[src/rtl/uart_pkg.sv]
// uart_pkg: baud generator defaults, config record type and reset helper.
// BAUD_FRAC_EN adds the fractional divisor field to baud_cfg_t.
package uart_pkg;
    localparam int unsigned BAUD_DIV_W       = 16;
    localparam int unsigned BAUD_FRAC_W      = 4;
    localparam int unsigned BAUD_OS_RATIO    = 16;
    localparam int unsigned BAUD_DEFAULT_DIV = 54;

    typedef struct packed {
        logic [BAUD_DIV_W-1:0]  div;
`ifdef BAUD_FRAC_EN
        logic [BAUD_FRAC_W-1:0] frac;
`endif
    } baud_cfg_t;

    function automatic baud_cfg_t cfg_reset(input int unsigned d);
        baud_cfg_t c;
        c     = '0;
        c.div = BAUD_DIV_W'(d);
        return c;
    endfunction
endpackage

[src/rtl/baud_div_counter.sv]
// baud_div_counter: period counter and registered os_tick; wrap is the combinational period end.
// BAUD_FRAC_EN adds the fractional accumulator that stretches carried periods by one cycle.
module baud_div_counter
    import uart_pkg::*;
#(
    parameter int unsigned DIV_W  = BAUD_DIV_W
`ifdef BAUD_FRAC_EN
    , parameter int unsigned FRAC_W = BAUD_FRAC_W
`endif
) (
    input  logic              sys_clk,
    input  logic              reset_n,
    input  logic              enable,
    input  logic              restart,
    input  logic [DIV_W-1:0]  div,
`ifdef BAUD_FRAC_EN
    input  logic [FRAC_W-1:0] frac,
`endif
    output logic              wrap,
    output logic              os_tick
);
    logic [DIV_W-1:0]  cnt_q, cnt_d;
    logic              os_tick_q, os_tick_d;
    logic              clr, term;
`ifdef BAUD_FRAC_EN
    logic [FRAC_W-1:0] acc_q, acc_d;
    logic              ext_q, ext_d;
    logic [FRAC_W:0]   sum;
`endif

    always_comb begin
        clr = !enable || restart;
`ifdef BAUD_FRAC_EN
        // A carried fraction makes this period div+1 long, so the terminal count is div itself.
        term = ext_q ? (cnt_q == div) : (cnt_q == div - DIV_W'(1));
`else
        term = cnt_q == div - DIV_W'(1);
`endif
        wrap      = !clr && term;
        cnt_d     = (clr || wrap) ? '0 : cnt_q + DIV_W'(1);
        os_tick_d = wrap;
`ifdef BAUD_FRAC_EN
        sum   = {1'b0, acc_q} + {1'b0, frac};
        acc_d = clr ? '0 : wrap ? sum[FRAC_W-1:0] : acc_q;
        ext_d = clr ? 1'b0 : wrap ? sum[FRAC_W] : ext_q;
`endif
    end

    always_ff @(posedge sys_clk or negedge reset_n) begin
        if (!reset_n) begin
            cnt_q     <= '0;
            os_tick_q <= 1'b0;
`ifdef BAUD_FRAC_EN
            acc_q     <= '0;
            ext_q     <= 1'b0;
`endif
        end else begin
            cnt_q     <= cnt_d;
            os_tick_q <= os_tick_d;
`ifdef BAUD_FRAC_EN
            acc_q     <= acc_d;
            ext_q     <= ext_d;
`endif
        end
    end

    assign os_tick = os_tick_q;
endmodule

[src/rtl/baud_tick_gen.sv]
// baud_tick_gen: programmable baud clock-enable generator with shadowed config and bit/mid ticks.
// BAUD_FRAC_EN enables the cfg_frac port and fractional period correction.
module baud_tick_gen
    import uart_pkg::*;
#(
    parameter int unsigned DIV_W       = BAUD_DIV_W,
    parameter int unsigned OS_RATIO    = BAUD_OS_RATIO,
    parameter int unsigned DEFAULT_DIV = BAUD_DEFAULT_DIV
`ifdef BAUD_FRAC_EN
    , parameter int unsigned FRAC_W    = BAUD_FRAC_W
`endif
) (
    input  logic                        sys_clk,
    input  logic                        reset_n,
    input  logic                        enable,
    input  logic                        restart,
    input  logic                        cfg_wr,
    input  logic [DIV_W-1:0]            cfg_div,
`ifdef BAUD_FRAC_EN
    input  logic [FRAC_W-1:0]           cfg_frac,
`endif
    output logic                        cfg_pending,
    output logic                        cfg_err,
    output logic                        os_tick,
    output logic                        mid_tick,
    output logic                        bit_tick,
    output logic [$clog2(OS_RATIO)-1:0] os_phase
);
    localparam int unsigned PH_W = $clog2(OS_RATIO);

    baud_cfg_t       cfg_act_q, cfg_act_d, cfg_shd_q, cfg_shd_d, cfg_in;
    logic            cfg_pending_q, cfg_pending_d, cfg_err_q, cfg_err_d;
    logic            mid_tick_q, mid_tick_d, bit_tick_q, bit_tick_d;
    logic [PH_W-1:0] os_phase_q, os_phase_d;
    logic            wr_ok, apply, wrap;

    baud_div_counter #(
        .DIV_W  (DIV_W)
`ifdef BAUD_FRAC_EN
        , .FRAC_W (FRAC_W)
`endif
    ) u_cnt (
        .sys_clk (sys_clk),
        .reset_n (reset_n),
        .enable  (enable),
        .restart (restart),
        .div     (cfg_act_q.div),
`ifdef BAUD_FRAC_EN
        .frac    (cfg_act_q.frac),
`endif
        .wrap    (wrap),
        .os_tick (os_tick)
    );

    always_comb begin
        cfg_in     = '0;
        cfg_in.div = cfg_div;
`ifdef BAUD_FRAC_EN
        cfg_in.frac = cfg_frac;
`endif
        wr_ok     = cfg_wr && (cfg_div != '0);
        apply     = restart || !enable || wrap;
        cfg_shd_d = wr_ok ? cfg_in : cfg_shd_q;
        // A write landing on an apply cycle goes straight to active instead of waiting a period.
        cfg_act_d = !apply ? cfg_act_q : wr_ok ? cfg_in : cfg_pending_q ? cfg_shd_q : cfg_act_q;
        cfg_pending_d = !apply && (wr_ok || cfg_pending_q);
        cfg_err_d     = cfg_wr && (cfg_div == '0);
        os_phase_d    = (restart || !enable) ? '0 : wrap ? os_phase_q + PH_W'(1) : os_phase_q;
        bit_tick_d    = wrap && (os_phase_q == PH_W'(OS_RATIO - 1));
        mid_tick_d    = wrap && (os_phase_q == PH_W'(OS_RATIO / 2 - 1));
    end

    always_ff @(posedge sys_clk or negedge reset_n) begin
        if (!reset_n) begin
            cfg_act_q     <= cfg_reset(DEFAULT_DIV);
            cfg_shd_q     <= '0;
            cfg_pending_q <= 1'b0;
            cfg_err_q     <= 1'b0;
            os_phase_q    <= '0;
            bit_tick_q    <= 1'b0;
            mid_tick_q    <= 1'b0;
        end else begin
            cfg_act_q     <= cfg_act_d;
            cfg_shd_q     <= cfg_shd_d;
            cfg_pending_q <= cfg_pending_d;
            cfg_err_q     <= cfg_err_d;
            os_phase_q    <= os_phase_d;
            bit_tick_q    <= bit_tick_d;
            mid_tick_q    <= mid_tick_d;
        end
    end

    assign cfg_pending = cfg_pending_q;
    assign cfg_err     = cfg_err_q;
    assign os_phase    = os_phase_q;
    assign bit_tick    = bit_tick_q;
    assign mid_tick    = mid_tick_q;
endmodule

[config.mk]
export PLATFORM = sky130hd
export DESIGN_NAME = baud_tick_gen
export DESIGN_NICKNAME = d
export VERILOG_FILES = /design/src/rtl/uart_pkg.sv /design/src/rtl/baud_div_counter.sv /design/src/rtl/baud_tick_gen.sv
export SDC_FILE = /design/constraint.sdc
export NUM_CORES = 1
export LEC_CHECK = 0
export CORE_AREA = 4 4 83 85
export CTS_CLUSTER_DIAMETER = 150
export DETAILED_ROUTE_END_ITERATION = 8
export DIE_AREA = 0 0 87 89
export PLACE_DENSITY = 0.69
export SYNTH_ARGS = -nofsm -noshare
export SYNTH_HDL_FRONTEND = slang
export SYNTH_SLANG_ARGS = --single-unit
[constraint.sdc]
create_clock -name sys_clk -period 3.35 [get_ports sys_clk]
set_input_delay 0.67 -clock sys_clk [delete_from_list [all_inputs] [get_ports sys_clk]]
set_output_delay 0.67 -clock sys_clk [all_outputs]
set_load 0.02 [all_outputs]
==> results.py <==
metrics = {
    "detailed_routing": {
        "ant_nets": 0,
        "drt_wl_total_um": 5910,
        "dr.pass1.iters": 4,
        "wl_per_cell_um": 15.6,
        "drtIter0Drc": 74,
        "drc": 0,
        "dr_total_vias": 2091,
        "routed_via_density": 5.53,
    },
    "die": {
        "rows": 29,
        "core-area_um2": 6200,
        "die_w_um": 87,
        "io_pins": 30,
        "fp.dieH_um": 89,
        "dieArea_um2": 7740,
        "start_util": 0.480,
    },
    "timing": {
        "max_clock_freq_mhz": 317,
        "period_share": 0.941,
        "worst_slack_ps": 196,
        "final_hold_viol_count": 0,
        "worst_pin_slew_ps": 678,
        "slew_violations": 0,
        "fin_setup_tns_ps": 0,
        "setup_viol": 0,
        "fin_skew_ps": 8.01,
        "rsz0062_at_grt": "false",
        "slew_headroom": 0.544,
        "final.min_clock_period_ps": 3150,
    },
    "synth": {
        "synth-main-ff-cell": "dfrtp_1",
        "ys_warn_count": 0,
        "synth-seq-cells": 57,
        "yosysSeqAreaShare": 0.480,
        "synth_nets": 286,
        "ys_types": 51,
        "synth-edff-count": 0,
        "synth_area_um2": 2980,
        "synth_cells": 262,
        "syn_area_per_cell_um2": 11.4,
        "synth-async-reset-ratio": 1.00,
    },
    "power_and_ir_drop": {
        "cellLeakagePower_nw": 1.46,
        "power.density_nw_per_um2": 501,
        "vdd_drop_max_mv": 0.288,
        "power_w": 0.00178,
    },
    "placed_design": {
        "post-place-ws_ps": 211,
        "portBuffers": 29,
        "placed_area_um2": 3340,
        "gp_congestion": 0.878,
        "hpwlAfterDp_um": 4310,
    },
    "final_layout": {
        "diodes": 0,
        "drive_gt1_frac": 0.223,
        "layout.nets": 320,
        "stdcell_area_um2": 3550,
        "synthToLayoutAreaGrowth_pct": 19.2,
        "fillers": 551,
    },
    "clock_network": {
        "cts_resized": 0,
        "postCtsHoldBufs": 0,
        "cts_made_buffers": 9,
        "clk_latency_ps": 340,
        "cts_tree": "done",
        "post_cts_buffers": 0,
        "clock-sinks": 57,
        "htreeDepth": 3,
        "clkTransAtPathRegs_ps": 70,
        "root_buffer": "clkbuf_8",
        "clk_path_buf_depth": 2,
    },
    "worst_setup_path": {
        "required_ps": 3560,
        "start_kind": "flip-flop",
        "crit_type": "reg2reg",
        "endpoint_kind": "flip-flop",
        "arrival_ps": 3370,
        "crit_fanout": 16,
        "reg2reg_slack_ps": 200,
    },
    "outcome": {
        "status": "complete, no violations",
    },
    "grt": {
        "grt_start_max_net_pins": 31,
        "grt_pass1_wl_um": 10600,
        "grt-ovfl-total": 0,
        "grt_usage": 0.180,
        "antenna_found_initial": 0,
        "grt_pass1_vias": 2229,
    },
    "hold_path": {
        "hold_path_class": "in2async",
    },
    "run": {
        "maxCapViolCount": 0,
    },
}
final cells by class:
class                           count  area [µm²]  area share
Tap cell                           77        96.3      0.0271
Clock inverter                      4        51.3      0.0145
Inverter                            7        26.3     0.00740
Sequential cell                    57        1430       0.403
Timing Repair Buffer               35         343      0.0966
Clock buffer                       12         155      0.0437
Multi-Input combinational cell    186        1450       0.407
logic make-up (layout without fill, tap and decap cells):
| family | Yosys count | count (layout) | share of synthesized area |
|---|---|---|---|
| simple gates | 91 | 91 | 0.160 |
| flops | 57 | 57 | 0.480 |
| xor+xnor | 36 | 36 | 0.106 |
| mux | 34 | 34 | 0.140 |
| compound gates | 22 | 22 | 0.0664 |
| buf+inv | 19 | 58 | 0.0340 |
| fa+ha+maj | 3 | 3 | 0.0126 |
power breakdown:
group	switching (W)	total, W	internal (W)
clock	0.000274	0.000658	0.000384
sequential	0.0000698	0.000823	0.000753
combinational	0.000135	0.000298	0.000163
total	0.000479	0.00178	0.00130
stage by stage:
| step | instances | hold WS, ps | utilization |
|---|---|---|---|
| 2_1_floorplan | 262 | 374 | - |
| 3_3_place_gp | 362 | 482 | 0.539 |
| 3_5_place_dp | 362 | 485 | 0.539 |
| 4_1_cts | 378 | 343 | 0.572 |
| 5_1_grt | 378 | 371 | 0.572 |
| 6_report | 378 | 342 | 0.572 |
flip-flops by register name (all words and copies together) (netlist names):
register,cells
bit_tick,1
cfg_act_q,16
cfg_err,1
cfg_pending,1
cfg_shd_q,16
mid_tick,1
os_phase,4
u_cnt.cnt_q,16
u_cnt.os_tick,1
synthesized netlist by cell type (all sizes together), types with 2 or more instances:
cell type  count  area, µm²
nand2         12       45.0
nor2          32        120
xor2          15        131
dfrtp         53       1330
ha             3       37.5
and2           2       12.5
or4            5       37.5
nor3           6       30.0
clkbuf         6       22.5
mux2i          2       20.0
inv            7       26.3
a31oi          2       12.5
and3           5       32.5
xnor2         21        184
dfstp          4        105
o211ai         2       15.0
nand4          5       31.3
nor4           8       50.1
nor3b          2       15.0
mux2          32        398
o21ai          5       25.0
buf            6       52.6
or3            2       17.5
nand3          6       42.5
critical path: stages (launching register included):
cell and delay [ps]:
dfrtp_1 460, or4_1 610, or3_4 440, a2111oi_4 330, o2111a_2 280, nand3_4 150
a21oi_4 230, buf_12 180, mux2_2 340
path summary, 6_finish.rpt:
path	startpoint	end	cells after the start
worst max-delay path	cfg_act_q[3]	cfg_act_q[15]	8
worst min-delay path	reset_n	cfg_shd_q[14]	1
worst max register to register	cfg_act_q[3]	cfg_act_q[15]	8
worst min register to register	cfg_shd_q[15]	cfg_shd_q[15]	1
max in group asynchronous	reset_n	cfg_act_q[5]	2
min in group sys_clk	cfg_shd_q[15]	cfg_shd_q[15]	1
cell usage in the layout (no fill, tap or decap), types with 3 or more instances in the layout:
master	count
xor2_1	15
clkbuf_8	11
buf_4	5
dfrtp_1	53
and3_1	4
xnor2_1	21
mux2_4	10
or4_1	5
mux2_2	22
inv_1	7
dfstp_2	4
ha_1	3
clkdlybuf4s50_1	28
nand3_1	5
nor2_1	32
o21ai_0	5
nand2_1	12
nand4_1	5
nor3_1	6
nor4_1	8
routing by layer:
layer	wire, µm	global-route usage
met4	108	0.0722
met5	0	0
met3	354	0.0581
met2	2840	0.293
met1	2610	0.224
Power figures use the tool's default switching activity.
